==> src/rtl/uart_tx_sched_if.sv <==
// Requester handshakes plus the transmitter-side strobe/data bundle for uart_tx_sched.
interface uart_tx_sched_if #(
    parameter int unsigned NREQ = 4,
    parameter int unsigned ID_W = 2
);
    logic [NREQ-1:0]   req_valid_i;
    logic [8*NREQ-1:0] req_data_i;
    logic [NREQ-1:0]   req_last_i;
    logic [NREQ-1:0]   req_ready_o;
    logic              uart_wr_o;
    logic [7:0]        uart_dat_o;
    logic              busy_o;
    logic [ID_W-1:0]   grant_id_o;

    modport slave (
        input  req_valid_i, req_data_i, req_last_i,
        output req_ready_o, uart_wr_o, uart_dat_o, busy_o, grant_id_o
    );

    modport master (
        output req_valid_i, req_data_i, req_last_i,
        input  req_ready_o, uart_wr_o, uart_dat_o, busy_o, grant_id_o
    );
endinterface

==> src/rtl/uart_tx_sched.sv <==
// Round-robin arbiter feeding one UART transmitter with guard-time spaced write strobes
// and an optional per-requester packet lock with idle timeout.
module uart_tx_sched #(
    parameter int unsigned NREQ       = 4,
    parameter int unsigned ID_W       = 2,
    parameter int unsigned GAP_CYCLES = 9600,
    parameter int unsigned CNT_W      = 14,
    parameter int unsigned LOCK_TO    = 65535
) (
    input  logic           sys_clk_i,
    input  logic           sys_rst_n_i,
    uart_tx_sched_if.slave bus
);
    localparam int unsigned IW   = (NREQ > 1) ? $clog2(NREQ) : 1;
    localparam int unsigned TO_W = (LOCK_TO > 1) ? $clog2(LOCK_TO) : 1;

    typedef enum logic [1:0] {ST_IDLE, ST_ISSUE, ST_WAIT, ST_HOLD} state_t;

    state_t          r_state;
    logic [CNT_W-1:0] r_cnt;
    logic [TO_W-1:0]  r_to;
    logic             r_lock;
    logic [ID_W-1:0]  r_rr;
    logic [7:0]       r_dat;
    logic [ID_W-1:0]  r_gid;

    state_t          w_state_nx;
    logic [CNT_W-1:0] w_cnt_nx;
    logic [TO_W-1:0]  w_to_nx;
    logic             w_lock_nx;
    logic [ID_W-1:0]  w_rr_nx;
    logic [7:0]       w_dat_nx;
    logic [ID_W-1:0]  w_gid_nx;
    logic [NREQ-1:0]  w_ready;

    logic [7:0]       w_req_byte [NREQ];
    logic [IW-1:0]    w_idx;
    logic [IW-1:0]    w_pick;
    logic             w_found;
    logic [IW-1:0]    w_owner;

    for (genvar g = 0; g < NREQ; g++) begin : g_unpack
        assign w_req_byte[g] = bus.req_data_i[8*g +: 8];
    end

    assign w_owner = IW'(r_gid);

    // Search starts one past the last grant and wraps, so the last owner has lowest priority.
    always_comb begin
        w_idx   = '0;
        w_pick  = '0;
        w_found = 1'b0;
        for (int unsigned k = 1; k <= NREQ; k++) begin
            w_idx = IW'((32'(r_rr) + k) % NREQ);
            if (!w_found && bus.req_valid_i[w_idx]) begin
                w_found = 1'b1;
                w_pick  = w_idx;
            end
        end
    end

    always_comb begin
        w_state_nx = r_state;
        w_cnt_nx   = r_cnt;
        w_to_nx    = r_to;
        w_lock_nx  = r_lock;
        w_rr_nx    = r_rr;
        w_dat_nx   = r_dat;
        w_gid_nx   = r_gid;
        w_ready    = '0;
        case (r_state)
            ST_IDLE: begin
                if (w_found) begin
                    w_ready    = NREQ'(1) << w_pick;
                    w_dat_nx   = w_req_byte[w_pick];
                    w_gid_nx   = ID_W'(w_pick);
                    w_rr_nx    = ID_W'(w_pick);
                    w_lock_nx  = ~bus.req_last_i[w_pick];
                    w_state_nx = ST_ISSUE;
                end
            end
            ST_ISSUE: begin
                w_cnt_nx   = CNT_W'(GAP_CYCLES);
                w_state_nx = ST_WAIT;
            end
            ST_WAIT: begin
                // Leave on the cycle the count steps down to 1, giving GAP_CYCLES+1 strobe spacing.
                w_cnt_nx = r_cnt - CNT_W'(1);
                if (r_cnt <= CNT_W'(2)) begin
                    if (r_lock) begin
                        w_state_nx = ST_HOLD;
                        w_to_nx    = '0;
                    end else begin
                        w_state_nx = ST_IDLE;
                    end
                end
            end
            ST_HOLD: begin
                w_ready = NREQ'(1) << w_owner;
                if (bus.req_valid_i[w_owner]) begin
                    w_dat_nx   = w_req_byte[w_owner];
                    w_lock_nx  = ~bus.req_last_i[w_owner];
                    w_state_nx = ST_ISSUE;
                end else if ((LOCK_TO != 0) && (r_to == TO_W'(LOCK_TO - 1))) begin
                    w_lock_nx  = 1'b0;
                    w_state_nx = ST_IDLE;
                end else begin
                    w_to_nx = r_to + TO_W'(1);
                end
            end
            default: w_state_nx = ST_IDLE;
        endcase
    end

    always_ff @(posedge sys_clk_i or negedge sys_rst_n_i) begin
        if (!sys_rst_n_i) begin
            r_state <= ST_WAIT;
            r_cnt   <= CNT_W'(GAP_CYCLES);
            r_to    <= '0;
            r_lock  <= 1'b0;
            r_rr    <= ID_W'(NREQ - 1);
            r_dat   <= '0;
            r_gid   <= '0;
        end else begin
            r_state <= w_state_nx;
            r_cnt   <= w_cnt_nx;
            r_to    <= w_to_nx;
            r_lock  <= w_lock_nx;
            r_rr    <= w_rr_nx;
            r_dat   <= w_dat_nx;
            r_gid   <= w_gid_nx;
        end
    end

    assign bus.req_ready_o = w_ready;
    assign bus.uart_wr_o   = (r_state == ST_ISSUE);
    assign bus.uart_dat_o  = r_dat;
    assign bus.busy_o      = (r_state != ST_IDLE);
    assign bus.grant_id_o  = r_gid;
endmodule
==> src/flat_wrapper.sv <==
// flat-port wrapper written by rule: the top's interface ports become plain ports
module uart_tx_sched_flat 
#(
    parameter int unsigned NREQ       = 4,
    parameter int unsigned ID_W       = 2,
    parameter int unsigned GAP_CYCLES = 9600,
    parameter int unsigned CNT_W      = 14,
    parameter int unsigned LOCK_TO    = 65535
)
  (sys_clk_i, sys_rst_n_i, bus_req_valid_i, bus_req_data_i, bus_req_last_i, bus_req_ready_o, bus_uart_wr_o, bus_uart_dat_o, bus_busy_o, bus_grant_id_o);
  uart_tx_sched_if #(.NREQ(NREQ), .ID_W(ID_W)) bus_i ();
  input  logic sys_clk_i;
  input  logic sys_rst_n_i;
  input wire logic [$bits(bus_i.req_valid_i)-1:0] bus_req_valid_i;
  input wire logic [$bits(bus_i.req_data_i)-1:0] bus_req_data_i;
  input wire logic [$bits(bus_i.req_last_i)-1:0] bus_req_last_i;
  output wire logic [$bits(bus_i.req_ready_o)-1:0] bus_req_ready_o;
  output wire logic [$bits(bus_i.uart_wr_o)-1:0] bus_uart_wr_o;
  output wire logic [$bits(bus_i.uart_dat_o)-1:0] bus_uart_dat_o;
  output wire logic [$bits(bus_i.busy_o)-1:0] bus_busy_o;
  output wire logic [$bits(bus_i.grant_id_o)-1:0] bus_grant_id_o;
  assign bus_i.req_valid_i = bus_req_valid_i;
  assign bus_i.req_data_i = bus_req_data_i;
  assign bus_i.req_last_i = bus_req_last_i;
  assign bus_req_ready_o = bus_i.req_ready_o;
  assign bus_uart_wr_o = bus_i.uart_wr_o;
  assign bus_uart_dat_o = bus_i.uart_dat_o;
  assign bus_busy_o = bus_i.busy_o;
  assign bus_grant_id_o = bus_i.grant_id_o;
  uart_tx_sched #(.NREQ(NREQ), .ID_W(ID_W), .GAP_CYCLES(GAP_CYCLES), .CNT_W(CNT_W), .LOCK_TO(LOCK_TO)) u_core (.sys_clk_i(sys_clk_i), .sys_rst_n_i(sys_rst_n_i), .bus(bus_i));
endmodule
==> config.mk <==
export PLATFORM = sky130hd
export DESIGN_NAME = uart_tx_sched_flat
export DESIGN_NICKNAME = d
export VERILOG_FILES = /design/src/rtl/uart_tx_sched_if.sv /design/src/rtl/uart_tx_sched.sv /design/src/flat_wrapper.sv
export SDC_FILE = /design/constraint.sdc
export NUM_CORES = 1
export LEC_CHECK = 0
export BUFFER_PORTS_ARGS = -buffer_cell sky130_fd_sc_hd__buf_4
export CELL_PAD_IN_SITES_DETAIL_PLACEMENT = 1
export CELL_PAD_IN_SITES_GLOBAL_PLACEMENT = 2
export CORE_MARGIN = 4
export CORE_UTILIZATION = 30
export DETAILED_ROUTE_END_ITERATION = 10
export PLACE_DENSITY = 0.73
export REMOVE_ABC_BUFFERS = 1
export SYNTH_ARGS = -nofsm -noshare
export SYNTH_HDL_FRONTEND = slang
export SYNTH_SLANG_ARGS = --single-unit
==> constraint.sdc <==
create_clock -name sys_clk_i -period 4.85 [get_ports sys_clk_i]
set_input_delay 0.485 -clock sys_clk_i [delete_from_list [all_inputs] [get_ports sys_clk_i]]
set_output_delay 0.485 -clock sys_clk_i [all_outputs]
set_load 0.005 [all_outputs]
# Word level (Yosys, flattened, before mapping)
# Index checks and enable logic that the tools add are counted.
dict set report word_totals {
  memories 0
  regBits 45
  mem_bits_rw 0
  out_inout_bits 16
  wordCells 104
  mem_bits_ro 0
  latchBits 0
  in_bits 42
}
dict set report op_classes {
  multipliers 0
  eq_ne 11
  magnitude_cmp 9
  n_mux 49
  bitwise 4
  div 0
  shifts 2
  n_reduce_logical 16
  addsub 6
}
# cell n
set ops {}
lappend ops {{$mux 16} 4}
lappend ops {{$mux 8} 6}
lappend ops {{$bmux 8 s2} 2}
lappend ops {{$pmux 16 s2} 1}
lappend ops {{$pmux 14 s2} 1}
lappend ops {{$lt 2x3->1 const B} 6}
lappend ops {{$mux 2} 9}
lappend ops {{$add 16x1->16 const B} 1}
lappend ops {{$eq 16x16->1 const B} 1}
lappend ops {{$pmux 8 s2} 1}
lappend ops {{$bmux 1 s2} 7}
lappend ops {{$le 14x2->1 const B} 1}
lappend ops {{$mux 1} 14}
lappend ops {{$sub 14x1->14 const B} 1}
lappend ops {{$reduce_and 3->1} 3}
lappend ops {{$ne 2x1->1 const B} 4}
lappend ops {{$pmux 2 s4} 1}
lappend ops {{$pmux 4 s2} 1}
lappend ops {{$reduce_bool 2->1} 4}
lappend ops {{$shl 1x2->4 const A} 2}
lappend ops {{$ge 3x3->1 const B} 2}
lappend ops {{$not 2->3} 2}
lappend ops {{$reduce_and 5->1} 1}
lappend ops {{$add 2x1->2 const B} 2}
lappend ops {{other kinds (12)} 20}

# Logic depth before layout (Yosys ltp)
dict set report logic_depth {
  word_depth 19
  depth_mapped 10
}

# Worst setup path after synthesis
# No wires, ideal clock.
dict set report synth_path {
  kind {flip-flop to output port}
  from {reg u_core.r_rr[0]}
  to {out bus_req_ready_o[0]}
  path_buffers 1
  path_stages_with_launch 7
  t_required_ps 4365
  t_arrival_ps 1687
  slack_ps 2678
  path_cell_list {dfstp_2 inv_1 a221oi_1 o32ai_1 clkbuf_1 o32a_1 nor2_1}
}
dict set report synth_between {
  elab_chain_len 16
  word_cells_on_any_way 29
  classes_between {add/sub: 4; shift: 1; mux: 18; reduce/logical: 6}
}
# item line
set synth_lines {}
lappend synth_lines {{from (decl)} uart_tx_sched.sv:23} ;# logic [ID_W-1:0] r_rr;
lappend synth_lines {{from (signal assigned)} uart_tx_sched.sv:121} ;# r_rr <= ID_W'(NREQ - 1);
lappend synth_lines {{from (signal assigned)} uart_tx_sched.sv:129} ;# r_rr <= w_rr_nx;
lappend synth_lines {{$add 2x1->2} uart_tx_sched.sv:54} ;# w_idx = IW'((32'(r_rr) + k) % NREQ);
lappend synth_lines {{$bmux 1 s2} uart_tx_sched.sv:55} ;# if (!w_found && bus.req_valid_i[w_idx]) begin
lappend synth_lines {{$mux 1 (implied by the code)} uart_tx_sched.sv:55}
lappend synth_lines {{$mux 1} uart_tx_sched.sv:55}
lappend synth_lines {{$logic_not 1->1} uart_tx_sched.sv:55}
lappend synth_lines {{$logic_and 1x1->1} uart_tx_sched.sv:55}
lappend synth_lines {{$mux 1} uart_tx_sched.sv:55}
lappend synth_lines {{$logic_not 1->1} uart_tx_sched.sv:55}
lappend synth_lines {{$logic_and 1x1->1} uart_tx_sched.sv:55}
lappend synth_lines {{$mux 1} uart_tx_sched.sv:55}
lappend synth_lines {{$logic_not 1->1} uart_tx_sched.sv:55}
lappend synth_lines {{$logic_and 1x1->1} uart_tx_sched.sv:55}
lappend synth_lines {{$mux 2} uart_tx_sched.sv:55}
lappend synth_lines {{$shl 1x2->4} uart_tx_sched.sv:74} ;# w_ready = NREQ'(1) << w_pick;
lappend synth_lines {{$mux 4 (*)} uart_tx_sched.sv:73} ;# if (w_found) begin
lappend synth_lines {{$pmux 4 s2 (*)} uart_tx_sched.sv:71} ;# case (r_state)
lappend synth_lines {{to (decl)} flat_wrapper.sv:17} ;# output wire logic [$bits(bus_i.req_ready_o)-1:0] bus_req_ready_o;
# Mark *: on every way between the ends. The rest lies on a longest branch, timed or not. The select of a mux whose other input is x is not followed.

# Worst setup path in the final report
dict set report layout_path {
  from {reg u_core.r_gid[0] (netlist: u_core.bus.grant_id_o[0])}
  to {reg u_core.r_dat[4] (netlist: u_core.bus.uart_dat_o[4])}
}
dict set report layout_between {
  elab_chain_len 6
  word_cells_on_any_way 10
  classes_between {eq/ne: 1; mux: 7; bitwise: 1; reduce/logical: 1}
}
# item line
set layout_lines {}
lappend layout_lines {{from (decl)} uart_tx_sched.sv:25} ;# logic [ID_W-1:0] r_gid;
lappend layout_lines {{from (signal assigned)} uart_tx_sched.sv:131} ;# r_gid <= w_gid_nx;
lappend layout_lines {{$not 2->3 (implied by the code)} uart_tx_sched.sv:101} ;# w_dat_nx = w_req_byte[w_owner];
lappend layout_lines {{$bmux 8 s2} uart_tx_sched.sv:101}
lappend layout_lines {{$mux 8 (implied by the code) (2 in a row)} uart_tx_sched.sv:101}
lappend layout_lines {{$mux 8} uart_tx_sched.sv:100} ;# if (bus.req_valid_i[w_owner]) begin
lappend layout_lines {{$pmux 8 s2} uart_tx_sched.sv:71}
lappend layout_lines {{to (signal assigned)} uart_tx_sched.sv:130} ;# r_dat <= w_dat_nx;
lappend layout_lines {{to (decl)} uart_tx_sched.sv:24} ;# logic [7:0] r_dat;
# Several ways; a longest one is shown, not always the timed one. The select of a mux whose other input is x is not followed.
# A chain may end at the register's enable or synchronous reset.

==> flow_metrics.py <==
metrics = {
    "route": {
        "drt_iter0_drc": 69,
        "wl_microns": 9140,
        "via_per_inst": 5.38,
        "ant_nets": 0,
        "wl_per_cell_microns": 17.1,
        "firstDrtPassIters": 4,
        "drc": 0,
        "num_vias": 2876,
    },
    "worst_setup_path": {
        "critical_path_required_ns": 5.01,
        "setup.worst_path.end_class": "register",
        "rrSetupSlack_ns": 1.78,
        "worstPathArrival_ns": 3.23,
        "r2r_start": "u_core.bus.grant_id_o[0]",
        "rr_worst_depth": 5,
        "crit_path_start_kind": "register",
        "r2r-end": "u_core.bus.uart_dat_o[4]",
        "worstPathMaxFanout": 16,
        "path_class": "reg -> reg",
    },
    "floorplanning": {
        "initial_core_util_pct": 31.2,
        "ios": 58,
        "die_h_microns": 112,
        "die_w_microns": 112,
        "core_sq_um": 10400,
        "fp-row-count": 37,
        "die-area_sq_um": 12600,
    },
    "clock_network": {
        "ctsHtreeMaxLevel": 2,
        "cts_buffers": 5,
        "root_buffer": "clkbuf_8",
        "clk_pin_slew_ns": 0.09,
        "cts_max_path_buffers": 2,
        "post_cts_buffers": 0,
        "clkSinkCount": 45,
        "cts_tree": "yes",
        "cts_resized": 0,
        "clkLatencyLatePin_ns": 0.30,
        "holdBufCountCts": 0,
    },
    "logic_synthesis": {
        "netlist_instances": 347,
        "synthArstFlopShare_pct": 100,
        "yosysWarnings": 0,
        "syn_area_sq_um": 3250,
        "yosysSeqAreaShare_pct": 34.9,
        "ys.flop_type": "dfrtp_1",
        "ys_seq_elements": 45,
        "synth_area_per_cell_sq_um": 9.37,
        "synth_cell_type_count": 62,
        "synth_edf_count": 0,
    },
    "timing": {
        "slew_violations": 0,
        "post-route-min-period_ns": 3.07,
        "maxSlewHeadroom_pct": 20.5,
        "fin_skew_ns": 0.00681,
        "finalSetupViolCount": 0,
        "worstMarginPinSlew_ns": 1.19,
        "fmax_mhz": 326,
        "rsz0062_at_grt": "no",
        "period_share_pct": 63.3,
        "final-hold-violation-count": 0,
        "fin_tns_setup_ns": 0,
    },
    "placement": {
        "dpl.hpwl_microns": 6880,
        "io_buffers": 57,
        "place.gp.congestion": 0.783,
    },
    "final_layout": {
        "final_common_cell": "buf_4",
        "syn_to_final_growth_pct": 21.2,
        "layout_common_cells": "59 x buf_4, 38 x dfrtp_1, 32 x nand2_1",
        "antenna-diode-count": 0,
        "num-fill-cells": 1210,
        "drive_gt1_share_pct": 25.3,
        "fin_nets": 449,
        "fin_util_pct": 37.8,
    },
    "worst_hold_path": {
        "hold_class": "in -> async",
    },
    "grt": {
        "first_global_vias": 3113,
        "overflow": 0,
        "grt_pass1_wl_microns": 15800,
        "grtUsageTotal_pct": 15.1,
        "antenna_found_initial": 0,
        "grt_max_degree": 46,
    },
    "power": {
        "p_per_area_nw_per_um2": 558,
        "p_leak_uw": 0.00168,
        "vdd_ir_drop_max_uv": 306,
    },
    "job": {
        "maxCapViolCount": 0,
    },
    "outcome": {
        "status": "complete, no violations",
    },
}
==> cells by family after synthesis <==
group | count (synthesis) | share of synthesized area (%)
DFF | 45 | 34.9
adders and majority gates | 9 | 3.46
and+or+nand+nor | 133 | 21.8
xor gates and xnor gates | 10 | 2.69
muxes | 43 | 17.5
AOI/OAI and AO/OA | 76 | 15.8
buffers and inverters | 31 | 3.81
==> worst max path at each step <==
stage                        startpoint                       end  slack (ns)  depth (start not counted)
2_1_floorplan  u_core.bus.grant_id_o[0]  u_core.bus.uart_dat_o[0]        2.34                          5
3_3_place_gp   u_core.bus.grant_id_o[0]  u_core.bus.uart_dat_o[6]        1.92                          5
3_5_place_dp   u_core.bus.grant_id_o[0]  u_core.bus.uart_dat_o[4]        1.74                          5
4_1_cts        u_core.bus.grant_id_o[0]  u_core.bus.uart_dat_o[4]        1.72                          5
5_1_grt        u_core.bus.grant_id_o[0]  u_core.bus.uart_dat_o[3]        1.39                          5
6_report       u_core.bus.grant_id_o[0]  u_core.bus.uart_dat_o[4]        1.78                          5
==> layout make-up <==
cell class                 count  area, sq um  area share [%]
timing repair buffer          59          443            11.2
sequential                    45         1130            28.8
clock buffer                   5         68.8            1.75
multi-input combinational    271         2000            50.7
clock inverter                 3         65.1            1.65
tap                          136          170            4.32
inverter                      16         60.1            1.52
==> Yosys cell counts (8+ instances only) <==
cell type  count  area, sq um
inv_1         16         60.1
nand2_1       32          120
nor2_1        27          101
o21ai_0       14         70.1
xnor2_1        8         70.1
mux4_2         9          203
mux2i_1       25          250
or4_1         11         82.6
ha_1           9          113
mux2_2         8         90.1
nand3_1       11         55.1
clkbuf_1       8         30.0
a21oi_1       18         90.1
dfrtp_1       38          951
==> critical path: stages (launching register included) <==
cell	delay [ns]
dfrtp_1	0.85
mux4_2	0.69
o221ai_1	0.97
nor2_1	0.12
a21oi_1	0.17
o21ai_0	0.12
==> registers in the layout (all words and copies together) (netlist names) <==
signal and count:
u_core.r_cnt 14, u_core.bus.uart_dat_o 8, u_core.r_to 16, u_core.r_rr 2, u_core.r_lock 1, u_core.bus.grant_id_o 2
u_core.r_state 2
==> per-layer routing <==
| layer | GRT usage, % | routed length, microns |
|---|---|---|
| met5 | 0 | 0 |
| met2 | 25.3 | 4320 |
| met4 | 2.40 | 62 |
| met3 | 3.88 | 428 |
| met1 | 19.9 | 4320 |
==> through the flow <==
| step | worst slack (ns) | cells | total power [uW] | instance area (sq um) | hold WS, ns |
|---|---|---|---|---|---|
| 3_5_place_dp | 1.74 | 527 | 1890 | 3810 | 0.498 |
| 4_1_cts | 1.72 | 535 | 2240 | 3940 | 0.208 |
| 2_1_floorplan | 2.34 | 332 | 1450 | 3190 | 0.189 |
| 6_report | 1.78 | 535 | 2200 | 3940 | 0.179 |
| 5_1_grt | 1.39 | 535 | 2410 | 3940 | 0.230 |
| 3_3_place_gp | 1.92 | 527 | 1850 | 3810 | 0.477 |
==> power by group <==
part | internal (uW) | leakage [uW] | total [uW] | switching [uW]
Sequential | 513 | 0.000553 | 666 | 153
Clock | 205 | 0.0000681 | 341 | 136
Combinational | 529 | 0.00106 | 1190 | 665
Total | 1250 | 0.00168 | 2200 | 954
No activity file was read; power rests on OpenSTA's default activity.
